===== src/rtl/axi_lite_reg_responder.sv =====
// AXI4-Lite slave with eight 32-bit registers.
// Registers 0..6 are read/write with byte strobes. Register 7 is a read-only ID.
// Addresses at or above 0x20 return SLVERR.
// Register 0 is also driven out on CTRL0 for the surrounding fabric.
//
// Handshake semantics (every channel): a transfer happens on a rising edge
// where VALID and READY are both 1. Once VALID is raised, it stays high until
// that edge, and its payload does not change until then. READY may be
// computed from state, but never from the same channel's VALID. While a
// response is pending, BRESP/RDATA/RRESP stay constant until the handshake.
//
// wr_state / rd_state expose the two FSM states for checkers.
module axi_lite_reg_responder #(
    parameter int          ADDR_WIDTH = 12,
    parameter logic [31:0] ID_VALUE   = 32'hDEADBEEF
) (
    input  logic                  ACLK,
    input  logic                  ARESETn,
    input  logic [ADDR_WIDTH-1:0] AWADDR,
    input  logic                  AWVALID,
    output logic                  AWREADY,
    input  logic [31:0]           WDATA,
    input  logic [3:0]            WSTRB,
    input  logic                  WVALID,
    output logic                  WREADY,
    output logic [1:0]            BRESP,
    output logic                  BVALID,
    input  logic                  BREADY,
    input  logic [ADDR_WIDTH-1:0] ARADDR,
    input  logic                  ARVALID,
    output logic                  ARREADY,
    output logic [31:0]           RDATA,
    output logic [1:0]            RRESP,
    output logic                  RVALID,
    input  logic                  RREADY,
    output logic [31:0]           CTRL0,
    output logic [1:0]            wr_state,
    output logic                  rd_state
);

    typedef enum logic [1:0] {
        W_IDLE      = 2'd0,
        W_HAVE_ADDR = 2'd1,
        W_HAVE_DATA = 2'd2,
        W_RESP      = 2'd3
    } w_state_t;

    typedef enum logic {
        R_IDLE = 1'b0,
        R_DATA = 1'b1
    } r_state_t;

    localparam logic [1:0] RESP_OKAY   = 2'b00;
    localparam logic [1:0] RESP_SLVERR = 2'b10;

    w_state_t w_state, w_next;
    r_state_t r_state, r_next;

    // Low during the cycle after a reset edge, so the ready outputs stay low then.
    logic live;

    logic aw_hs, w_hs, ar_hs, commit;
    logic [ADDR_WIDTH-1:0] awaddr_q;
    logic [31:0]           wdata_q;
    logic [3:0]            wstrb_q;
    logic [ADDR_WIDTH-1:0] eff_addr;
    logic [31:0]           eff_data;
    logic [3:0]            eff_strb;
    logic [2:0]            wr_idx, rd_idx;
    logic                  wr_oor, wr_err, rd_oor;
    logic [31:0]           rd_val;
    logic [31:0]           regs [0:6];
    logic                  unused_addr_lsbs;

    // Byte lane bits [1:0] of both addresses carry no meaning here.
    assign unused_addr_lsbs = ^{AWADDR[1:0], ARADDR[1:0], awaddr_q[1:0]};

    // Tracks whether the block has been out of reset for at least one edge.
    always_ff @(posedge ACLK) begin
        if (!ARESETn) live <= 1'b0;
        else          live <= 1'b1;
    end

    // Write FSM state register.
    always_ff @(posedge ACLK) begin
        if (!ARESETn) w_state <= W_IDLE;
        else          w_state <= w_next;
    end

    // Write channel ready/valid outputs, decoded from the current state.
    always_comb begin
        AWREADY = 1'b0;
        WREADY  = 1'b0;
        BVALID  = 1'b0;
        case (w_state)
            W_IDLE:      begin AWREADY = live; WREADY = live; end
            W_HAVE_ADDR: WREADY  = 1'b1;
            W_HAVE_DATA: AWREADY = 1'b1;
            W_RESP:      BVALID  = 1'b1;
            default:     ;
        endcase
    end

    assign aw_hs = AWVALID && AWREADY;
    assign w_hs  = WVALID && WREADY;

    // Write FSM next state. commit marks the edge that moves into W_RESP.
    always_comb begin
        w_next = w_state;
        commit = 1'b0;
        case (w_state)
            W_IDLE: begin
                if (aw_hs && w_hs) begin
                    w_next = W_RESP;
                    commit = 1'b1;
                end else if (aw_hs) begin
                    w_next = W_HAVE_ADDR;
                end else if (w_hs) begin
                    w_next = W_HAVE_DATA;
                end
            end
            W_HAVE_ADDR: begin
                if (w_hs) begin
                    w_next = W_RESP;
                    commit = 1'b1;
                end
            end
            W_HAVE_DATA: begin
                if (aw_hs) begin
                    w_next = W_RESP;
                    commit = 1'b1;
                end
            end
            W_RESP: begin
                if (BREADY) w_next = W_IDLE;
            end
            default: w_next = W_IDLE;
        endcase
    end

    // Hold whichever half of the write (address or data) arrives first.
    always_ff @(posedge ACLK) begin
        if (!ARESETn) begin
            awaddr_q <= '0;
            wdata_q  <= '0;
            wstrb_q  <= '0;
        end else begin
            if (aw_hs) awaddr_q <= AWADDR;
            if (w_hs) begin
                wdata_q <= WDATA;
                wstrb_q <= WSTRB;
            end
        end
    end

    // On the commit edge, one half may come from the bus and the other from the hold registers.
    assign eff_addr = aw_hs ? AWADDR : awaddr_q;
    assign eff_data = w_hs  ? WDATA  : wdata_q;
    assign eff_strb = w_hs  ? WSTRB  : wstrb_q;
    assign wr_idx   = eff_addr[4:2];
    assign wr_oor   = |eff_addr[ADDR_WIDTH-1:5];
    assign wr_err   = wr_oor || (wr_idx == 3'd7);

    // Register file write. Only the strobed bytes change; reset takes priority over a commit.
    always_ff @(posedge ACLK) begin
        if (!ARESETn) begin
            for (int i = 0; i < 7; i++) regs[i] <= '0;
        end else if (commit && !wr_err) begin
            for (int i = 0; i < 7; i++) begin
                if (wr_idx == 3'(i)) begin
                    for (int b = 0; b < 4; b++) begin
                        if (eff_strb[b]) regs[i][8*b +: 8] <= eff_data[8*b +: 8];
                    end
                end
            end
        end
    end

    // Write response is decided at commit and then held until BREADY.
    always_ff @(posedge ACLK) begin
        if (!ARESETn)    BRESP <= RESP_OKAY;
        else if (commit) BRESP <= wr_err ? RESP_SLVERR : RESP_OKAY;
    end

    // Read FSM state register.
    always_ff @(posedge ACLK) begin
        if (!ARESETn) r_state <= R_IDLE;
        else          r_state <= r_next;
    end

    // Read channel ready/valid outputs, decoded from the current state.
    always_comb begin
        ARREADY = 1'b0;
        RVALID  = 1'b0;
        case (r_state)
            R_IDLE:  ARREADY = live;
            R_DATA:  RVALID  = 1'b1;
            default: ;
        endcase
    end

    assign ar_hs = ARVALID && ARREADY;

    // Read FSM next state.
    always_comb begin
        r_next = r_state;
        case (r_state)
            R_IDLE:  if (ar_hs)  r_next = R_DATA;
            R_DATA:  if (RREADY) r_next = R_IDLE;
            default: r_next = R_IDLE;
        endcase
    end

    assign rd_idx = ARADDR[4:2];
    assign rd_oor = |ARADDR[ADDR_WIDTH-1:5];

    // Read mux. It sees register values from before any write committing on this same edge.
    always_comb begin
        rd_val = '0;
        if (!rd_oor) begin
            if (rd_idx == 3'd7) begin
                rd_val = ID_VALUE;
            end else begin
                for (int i = 0; i < 7; i++) begin
                    if (rd_idx == 3'(i)) rd_val = regs[i];
                end
            end
        end
    end

    // Read data and response are captured on the AR handshake and held until RREADY.
    always_ff @(posedge ACLK) begin
        if (!ARESETn) begin
            RDATA <= '0;
            RRESP <= RESP_OKAY;
        end else if (ar_hs) begin
            RDATA <= rd_val;
            RRESP <= rd_oor ? RESP_SLVERR : RESP_OKAY;
        end
    end

    assign CTRL0    = regs[0];
    assign wr_state = w_state;
    assign rd_state = r_state;

endmodule


===== config.mk =====
export PLATFORM = sky130hd
export DESIGN_NAME = axi_lite_reg_responder
export DESIGN_NICKNAME = d
export VERILOG_FILES = /design/src/rtl/axi_lite_reg_responder.sv
export SDC_FILE = /design/constraint.sdc
export NUM_CORES = 1
export LEC_CHECK = 0
export CORE_MARGIN = 4
export CORE_UTILIZATION = 69
export DETAILED_ROUTE_END_ITERATION = 10
export DONT_BUFFER_PORTS = 1
export PLACE_DENSITY = 0.85
export REMOVE_ABC_BUFFERS = 1
export SYNTH_ARGS = -nofsm -noshare
export SYNTH_HDL_FRONTEND = slang
export SYNTH_SLANG_ARGS = --single-unit

===== constraint.sdc =====
create_clock -name ACLK -period 8.6 [get_ports ACLK]
set_clock_uncertainty 0.05 [all_clocks]
set_input_delay 2.15 -clock ACLK [delete_from_list [all_inputs] [get_ports ACLK]]
set_output_delay 2.15 -clock ACLK [all_outputs]
set_load 0.01 [all_outputs]

### Yosys cells after proc, flatten, opt, wreduce, memory -nomap -nowiden

Memory sizes are Yosys's and may differ from the RTL's.
Cells that the tools add are included.
Widths: inputs -> output; s select.

* flip-flop bits (word level): 88
* memory bits (writable): 224
* word-level logic and storage cells: 253
* memories kept: 1

Memories
* regs: words 7, bits a word 32, read ports 7, clocked after memory_dff 0, wr ports 7, line 72 `logic [31:0] regs [0:6];`

* eq/ne operators: 21
* mux-type cells: 179
* bitwise gates (word level): 29
* reductions and logical operators: 13

Operators by type and width (count)
* $mux 32: 10
* $mux 8: 28
* $mux 1: 126
* $or 1x1->1: 28
* $eq 3x3->1 const B: 8
* $mux 2: 8
* $reduce_or 7->1: 2
* $eq 3x2->1 const B: 4
* $mux 12: 1
* $pmux 2 s4: 1
* $eq 3x1->1 const B: 2
* $logic_not 3->1: 2
* $ne 2x2->1 const B: 3
* $pmux 1 s2: 3
* $logic_and 1x1->1: 5
* $eq 2x2->1 const B: 2
* $mux 4: 1
* $ne 4x4->1 const B: 1
* $reduce_and 4->1: 1
* $pmux 1 s3: 1
* $eq 2x1->1 const B: 1
* $logic_not 2->1: 1
* $logic_not 1->1: 1
* $logic_or 1x1->1: 1
* $not 1->1: 1

### Depth between registers and ports, before layout

Gate-level depths: netlist of the first run.

* word-level depth: 12
* mapped depth: 10
* gate-level depth less buffers: 7

### Worst setup path before layout of the first run

OpenSTA, ideal clock, no wires.

* path kind: input to register
* start point: input port AWADDR[5]
* end point: memory regs[3][16], in the netlist regs[0][112] (enable)
* library setup time: 0.384 ns
* arrival: 4.052 ns
* setup slack: 4.114 ns
* stages on the path: 6
* path buffers: 2
* path through: or4_4 > nor4_4 > o221ai_2 > buf_4 > buf_6 > o21ai_0

RTL lines
* from (decl): line 19 `input logic [ADDR_WIDTH-1:0] AWADDR,`
* to (decl): line 72

==> flow_summary.yaml, run 1 <==
power_and_ir_drop:
  p_leak_nw: 5.50
  p_per_area_nw_per_um2: 251
  seq_power_share_pct: 44.6
  p_switching_mw: 1.11
  intPower_mw: 2.81
  ir_drop_v: 0.000237
  power_frac_comb_pct: 17.4
  switching_share_pct: 28.4
  clkPwrFrac_pct: 38.0
  power_mw: 3.92
yosys:
  ys_ff_latch: 308
  synthArstFlopShare_pct: 0
  synth_flop_cell: "edfxtp_1"
  synth_edf_count: 224
  syn_area_per_cell_um2: 11.4
  synth_cells: 1281
  ys_types: 65
  yosysWarningCount: 0
  syn_area_um2: 14600
  yosysSeqAreaShare_pct: 57.6
global_route:
  gr-total-overflow: 0
  antenna_found_initial: 3
  grt_use_total_pct: 33.0
  grt_pass1_wl_mm: 61.3
  grt_start_max_net_pins: 88
  grt_pass1_vias: 10740
sta:
  fmax_mhz: 218
  setup_viol: 0
  hold_viol_final: 0
  relSlewSlack_pct: 9.74
  period_share_pct: 53.4
  rsz0062_at_grt: "false"
  min_period_ns: 4.60
  finalMaxSlewViolations: 0
  tightest_slew_ns: 1.34
  fin_setup_tns_ns: 0
floorplan:
  num_rows: 52
  coreArea_um2: 20500
  dieArea_um2: 23600
  die_w_um: 153
  dieHeight_um: 153
  start_util_pct: 71.2
  io_pins: 143
final_layout:
  utilization_pct: 76.3
  nets: 1279
  area_delta_synth_final_pct: 7.16
  drive_gt1_share_pct: 14.4
clocking:
  hold_buffers: 0
  path_clk_slew_ns: 0.06
  ctsResizeCount: 0
  clockRootBuffer: "clkbuf_16"
  clock_path_buffers: 3
  htreeDepth: 1
  clk-insertion-delay-late_ns: 0.56
  cts_setup_buffers: 0
  cts_sinks: 308
  cts_made_buffers: 31
  cts_tree: "yes"
route:
  drtAntennaViolNets: 0
  routed_wl_mm: 39.7
  dr.pass1.iters: 6
  vias: 10898
  drt_iter0_drc: 1536
  remaining_drc_errors: 0
  post_drt_wl_per_cell_um: 26.4
  vias_per_cell: 7.25
critical_path:
  crit_chain: "or4_4 > nor3_2 > o21ai_1 > o21ai_0"
  rrSetupSlack_ns: 4.44
  worstPathBufferInverterCount: 0
  crit_path_start_kind: "primary input"
  crit_path_max_incr_delay_ns: 1.05
  worstPathArrival_ns: 4.72
  cpMaxStageDelayCell: "o21ai_0"
  worst_setup_path_end_kind: "register"
  cp_top_family: "compound AO/OA/AOI/OAI gates"
  crit_type: "primary input to register"
  critical_path.max_fanout: 10
  worst-endpoint-required_ns: 8.72
place:
  gp_congestion: 0.901
  hpwlAfterDp_mm: 23.4
  io_buffers: 0
flow_run:
  cap_violations: 0
worst_hold_path:
  min_path_type: "register to register"
outcome:
  outcome: "completed"
## per-stage QoR
stage               hold slack [ns]  worst slack [ns]  instances  cell area, µm²
floorplan                     0.386              3.08       1137           13800
global placement              0.394              3.54       1444           14500
detailed placement            0.402              3.51       1444           14500
CTS                           0.410              4.04       1501           15600
global route                  0.447              3.90       1503           15600
finish                        0.410              4.00       1504           15600
## final cells by class
| class | count | area, µm² |
|---|---|---|
| Inverter | 37 | 141 |
| Clock inverter | 14 | 220 |
| Tap cell | 270 | 338 |
| Multi-Input combinational cell | 792 | 5330 |
| Fill cell | 1251 | 4850 |
| Timing Repair Buffer | 37 | 278 |
| Sequential cell | 308 | 8410 |
| Antenna cell | 3 | 7.51 |
| Clock buffer | 43 | 921 |
## state kept, by name, indices dropped and copies added, names as in the netlist
signal    cells
live          1
RDATA        32
rd_state      1
BRESP         1
awaddr_q     10
wr_state      2
wstrb_q       4
RRESP         1
regs        224
wdata_q      32
## worst register-to-register path, cell delays in order (launching register included)
cell and delay, ns:
dfxtp_1 0.37, inv_1 0.17, ha_1 0.38, a21o_2 0.70, buf_4 0.46, and3_1 0.30
o221ai_2 0.12, buf_4 0.28, o21ai_0 0.77, buf_4 0.29
## cells by family (layout without fill, tap and decap cells)
| logic type | count (synthesis) | after routing | share of synthesized area (%) |
|---|---|---|---|
| other cells | 1 | 5 | 0.0257 |
| simple gates | 402 | 402 | 14.7 |
| mux | 88 | 88 | 6.43 |
| fa+ha+maj | 5 | 5 | 0.428 |
| buf+inv | 182 | 131 | 6.24 |
| compound gates | 295 | 295 | 14.6 |
| flops | 308 | 308 | 57.6 |
## cells in the mapped netlist (4+ instances only)
cell       count  share of area (%)
a211oi_1       8               0.41
nor3_1       186                6.4
a31oi_2        4               0.34
o22ai_1       58                2.5
nand3b_1      12               0.62
edfxtp_1     224                 46
a221oi_1      25                1.5
dfxtp_1       84                 12
and3_1        38                1.6
nand2b_1      29                1.2
ha_1           5               0.43
nor3_2         6               0.41
nor3b_1        4               0.21
a21oi_1       23               0.79
mux2_2        46                3.5
buf_1         10               0.26
buf_4         39                2.0
a21boi_0      33                1.7
nor2_1        57                1.5
or3_1          4               0.17
o21a_1         7               0.36
buf_6          6               0.46
o31ai_1       11               0.57
nand2_1       37               0.95
inv_1         35               0.90
a32o_1        23                1.6
nor4_1         7               0.30
buf_2         27               0.93
mux2i_1       42                2.9
nand3_1        4               0.14
o21ai_1       30                1.0
clkbuf_1      63                1.6
o2111ai_1      5               0.30
o21ai_0       40                1.4
nor4b_1        5               0.30
## path summary, 6_finish.rpt
path,cells after the start,startpoint,endpoint
max,4,AWADDR[5],regs[0][143]$_SDFFCE_PN0P_
max reg2reg,9,wr_state[1]$_SDFFE_PN0P_,regs[0][44]$_SDFFCE_PN0P_
min,2,awaddr_q[7]$_SDFF_PN0_,awaddr_q[7]$_SDFF_PN0_
min reg2reg,2,awaddr_q[7]$_SDFF_PN0_,awaddr_q[7]$_SDFF_PN0_
## layer usage
metal  global-route usage [%]  vias up  routed length (µm)
li1                         -     4714                   -
met1                     44.1     5169               13900
met2                     53.0      862               19000
met3                     6.08      149                5000
met4                     14.8        4                1740
met5                     2.07        -                  75
## cells in the final DEF, fill, tap and decap left out, types with 25 or more instances in the layout
master,Yosys,final
inv_1,35,35
nor3_1,186,186
nor2_1,57,56
dfxtp_1,84,84
nand2b_1,29,29
mux2_2,46,46
buf_4,39,37
a221oi_1,25,25
nand2_1,37,37
o21ai_0,40,38
mux2i_1,42,42
edfxtp_1,224,224
a21boi_0,33,33
and3_1,38,38
clkbuf_16,0,31
o21ai_1,30,32
o22ai_1,58,58
## power groups by stage
stage / Clock (mW) / Sequential (mW) / Combinational [mW]
after floorplan: 0 / 1.76 / 0.446
after global placement: 0 / 1.77 / 0.632
after detailed placement: 0 / 1.78 / 0.651
after CTS: 1.48 / 1.75 / 0.664
after global routing: 1.55 / 1.76 / 0.727
final: 1.49 / 1.75 / 0.683
(Power assumes the default switching activity.)
==> run 2, diff against run 1 <==
--- a/config.mk
+++ b/config.mk
@@ -6,10 +6,10 @@
 export NUM_CORES = 1
 export LEC_CHECK = 0
 export CORE_MARGIN = 4
-export CORE_UTILIZATION = 69
+export CORE_UTILIZATION = 64
 export DETAILED_ROUTE_END_ITERATION = 10
 export DONT_BUFFER_PORTS = 1
-export PLACE_DENSITY = 0.85
+export PLACE_DENSITY = 0.8
 export REMOVE_ABC_BUFFERS = 1
 export SYNTH_ARGS = -nofsm -noshare
 export SYNTH_HDL_FRONTEND = slang
==> constraint.sdc (replaced) <==
create_clock -name ACLK -period 4.3 [get_ports ACLK]
set_clock_uncertainty 0.05 [all_clocks]
set_input_delay 1.075 -clock ACLK [delete_from_list [all_inputs] [get_ports ACLK]]
set_output_delay 1.075 -clock ACLK [all_outputs]
set_load 0.01 [all_outputs]
==> run 2 against run 1 <==
Clock power up 85%; cell area rose by 0.19%; register-to-register slack worse by 4.0 ns; sequential power increased by 99%; routed wire length down 3.8%; core utilization fell by 6.9 points; first-iteration DRC count decreased by 4.1%; total power is 94% higher; combinational power increased by 100%; cell count rose by 2.2%; non-clock buffer count is 16 higher; sequential share of layout area decreased by 0.10 points.
==> flow_summary.yaml, run 2 (synthesis results as in run 1) <==
sta:
  finalMaxSlewViolations: 0
  min_period_ns: 3.81
  fin_setup_tns_ns: 0
  hold_viol_final: 0
  setup_viol: 0
  setup_ws_ns: 0.486
  relSlewSlack_pct: 17.3
  fmax_mhz: 262
  tightest_slew_ns: 1.23
  rsz0062_at_grt: "false"
  period_share_pct: 88.7
clocking:
  clock_path_buffers: 3
  cts_tree: "yes"
  cts_sinks: 308
  path_clk_slew_ns: 0.06
  clockRootBuffer: "clkbuf_16"
  htreeDepth: 1
  hold_buffers: 0
  clk-insertion-delay-late_ns: 0.55
  cts_setup_buffers: 0
  cts_made_buffers: 31
  ctsResizeCount: 0
critical_path:
  worstPathBufferInverterCount: 3
  startpoint: "wr_state[0]$_SDFFE_PN0P_"
  rrSetupSlack_ns: 0.49
  crit_chain: "inv_1 > ha_1 > a31oi_4 > inv_4 > a21oi_2 > o221ai_4 > o21ai_0 > buf_4"
  crit_path_max_incr_delay_ns: 0.66
  path_depth: 8
  reg2reg_to: "regs[0][134]$_SDFFCE_PN0P_"
  ff2ff_path_depth: 8
  rr_startpoint: "wr_state[0]$_SDFFE_PN0P_"
  crit_path_start_kind: "register"
  cpMaxStageDelayCell: "o21ai_0"
  worst_setup_path_end_kind: "register"
  crit_type: "register to register"
  endpoint: "regs[0][134]$_SDFFCE_PN0P_"
  critical_path.max_fanout: 34
  cp_top_family: "compound AO/OA/AOI/OAI gates"
  worst-endpoint-required_ns: 4.51
  worstPathArrival_ns: 4.02
floorplan:
  die_w_um: 159
  dieHeight_um: 159
  io_pins: 143
  start_util_pct: 64.7
  dieArea_um2: 25300
  coreArea_um2: 22600
  num_rows: 55
route:
  routed_wl_mm: 38.2
  vias_per_cell: 6.88
  drt_iter0_drc: 1473
  remaining_drc_errors: 0
  vias: 10578
  drtAntennaViolNets: 0
  post_drt_wl_per_cell_um: 24.9
  dr.pass1.iters: 6
place:
  gp_congestion: 0.861
  pre_cts_slack_ns: 0.610
  hpwlAfterDp_mm: 23.6
  dp_cells: 1475
  io_buffers: 0
  post_dp_cell_area_um2: 14600
final_layout:
  largest_reg_flops: 224
  nets: 1295
  drive_gt1_share_pct: 14.7
  stdcell_count: 1537
  final_area_um2: 15700
  largest_register: "regs"
  area_delta_synth_final_pct: 7.36
  largestRegisters: "regs x224, RDATA x32, wdata_q x32"
  layout_commonest_cell: "edfxtp_1"
  final_cell_mix: "224 x edfxtp_1, 186 x nor3_1, 84 x dfxtp_1, 58 x o22ai_1, 56 x nor2_1"
global_route:
  antenna_found_initial: 6
  top_usage_layer: "met2"
  gr-total-overflow: 0
  met1_usage_pct: 38.1
  grt_use_total_pct: 29.3
  grt_pass1_wl_mm: 58.9
  grt_start_max_net_pins: 88
  grt_use_met2_pct: 48.2
  grt_pass1_vias: 10399
  use_met3_pct: 7.35
power_and_ir_drop:
  p_leak_nw: 5.51
  p_per_area_nw_per_um2: 486
  power_mw: 7.62
  ir_drop_v: 0.000518
worst_hold_path:
  min_path_type: "register to register"
outcome:
  outcome: "completed"
flow_run:
  cap_violations: 0
## run 2: per-stage QoR
step                hold slack (ns)  utilization, %
detailed placement            0.401            64.8
CTS                           0.410            69.4
global route                  0.439            69.4
floorplan                     0.386               -
finish                        0.407            69.5
global placement              0.396            64.8
## run 2: where the power goes
part           switching, mW  internal [mW]
logic                  0.958          0.414
clock network           1.12           1.63
registers              0.114           3.38
total                   2.19           5.43
## run 2: routing by layer
metal,vias to the layer above,part of all wire [%]
met1,5143,38
met2,581,48
met4,2,3.0
met5,-,0.034
met3,96,11
li1,4756,-
## run 2: layout make-up
cell class                      count  area, µm²
Antenna cell                        5       12.5
Inverter                           37        141
Multi-Input combinational cell    792       5330
Clock buffer                       38        812
Timing Repair Buffer               53        398
Tap cell                          285        357
Clock inverter                     19        220
Fill cell                        1591       6900
Sequential cell                   308       8410
## run 2: worst min-delay path by stage
stage	startpoint	endpoint	slack, ns	cells after the start
2_1_floorplan	awaddr_q[8]$_SDFF_PN0_	awaddr_q[8]$_SDFF_PN0_	0.39	2
3_5_place_dp	awaddr_q[5]$_SDFF_PN0_	awaddr_q[5]$_SDFF_PN0_	0.40	2
6_report	awaddr_q[5]$_SDFF_PN0_	awaddr_q[5]$_SDFF_PN0_	0.41	2
5_1_grt	awaddr_q[8]$_SDFF_PN0_	awaddr_q[8]$_SDFF_PN0_	0.44	2
3_3_place_gp	awaddr_q[7]$_SDFF_PN0_	awaddr_q[7]$_SDFF_PN0_	0.40	2
4_1_cts	awaddr_q[5]$_SDFF_PN0_	awaddr_q[5]$_SDFF_PN0_	0.41	2
## run 2: tightest hold or removal path: stages, from the launching register on
cell     delay, ns
dfxtp_1       0.31
nand2_1       0.05
a21oi_1       0.05
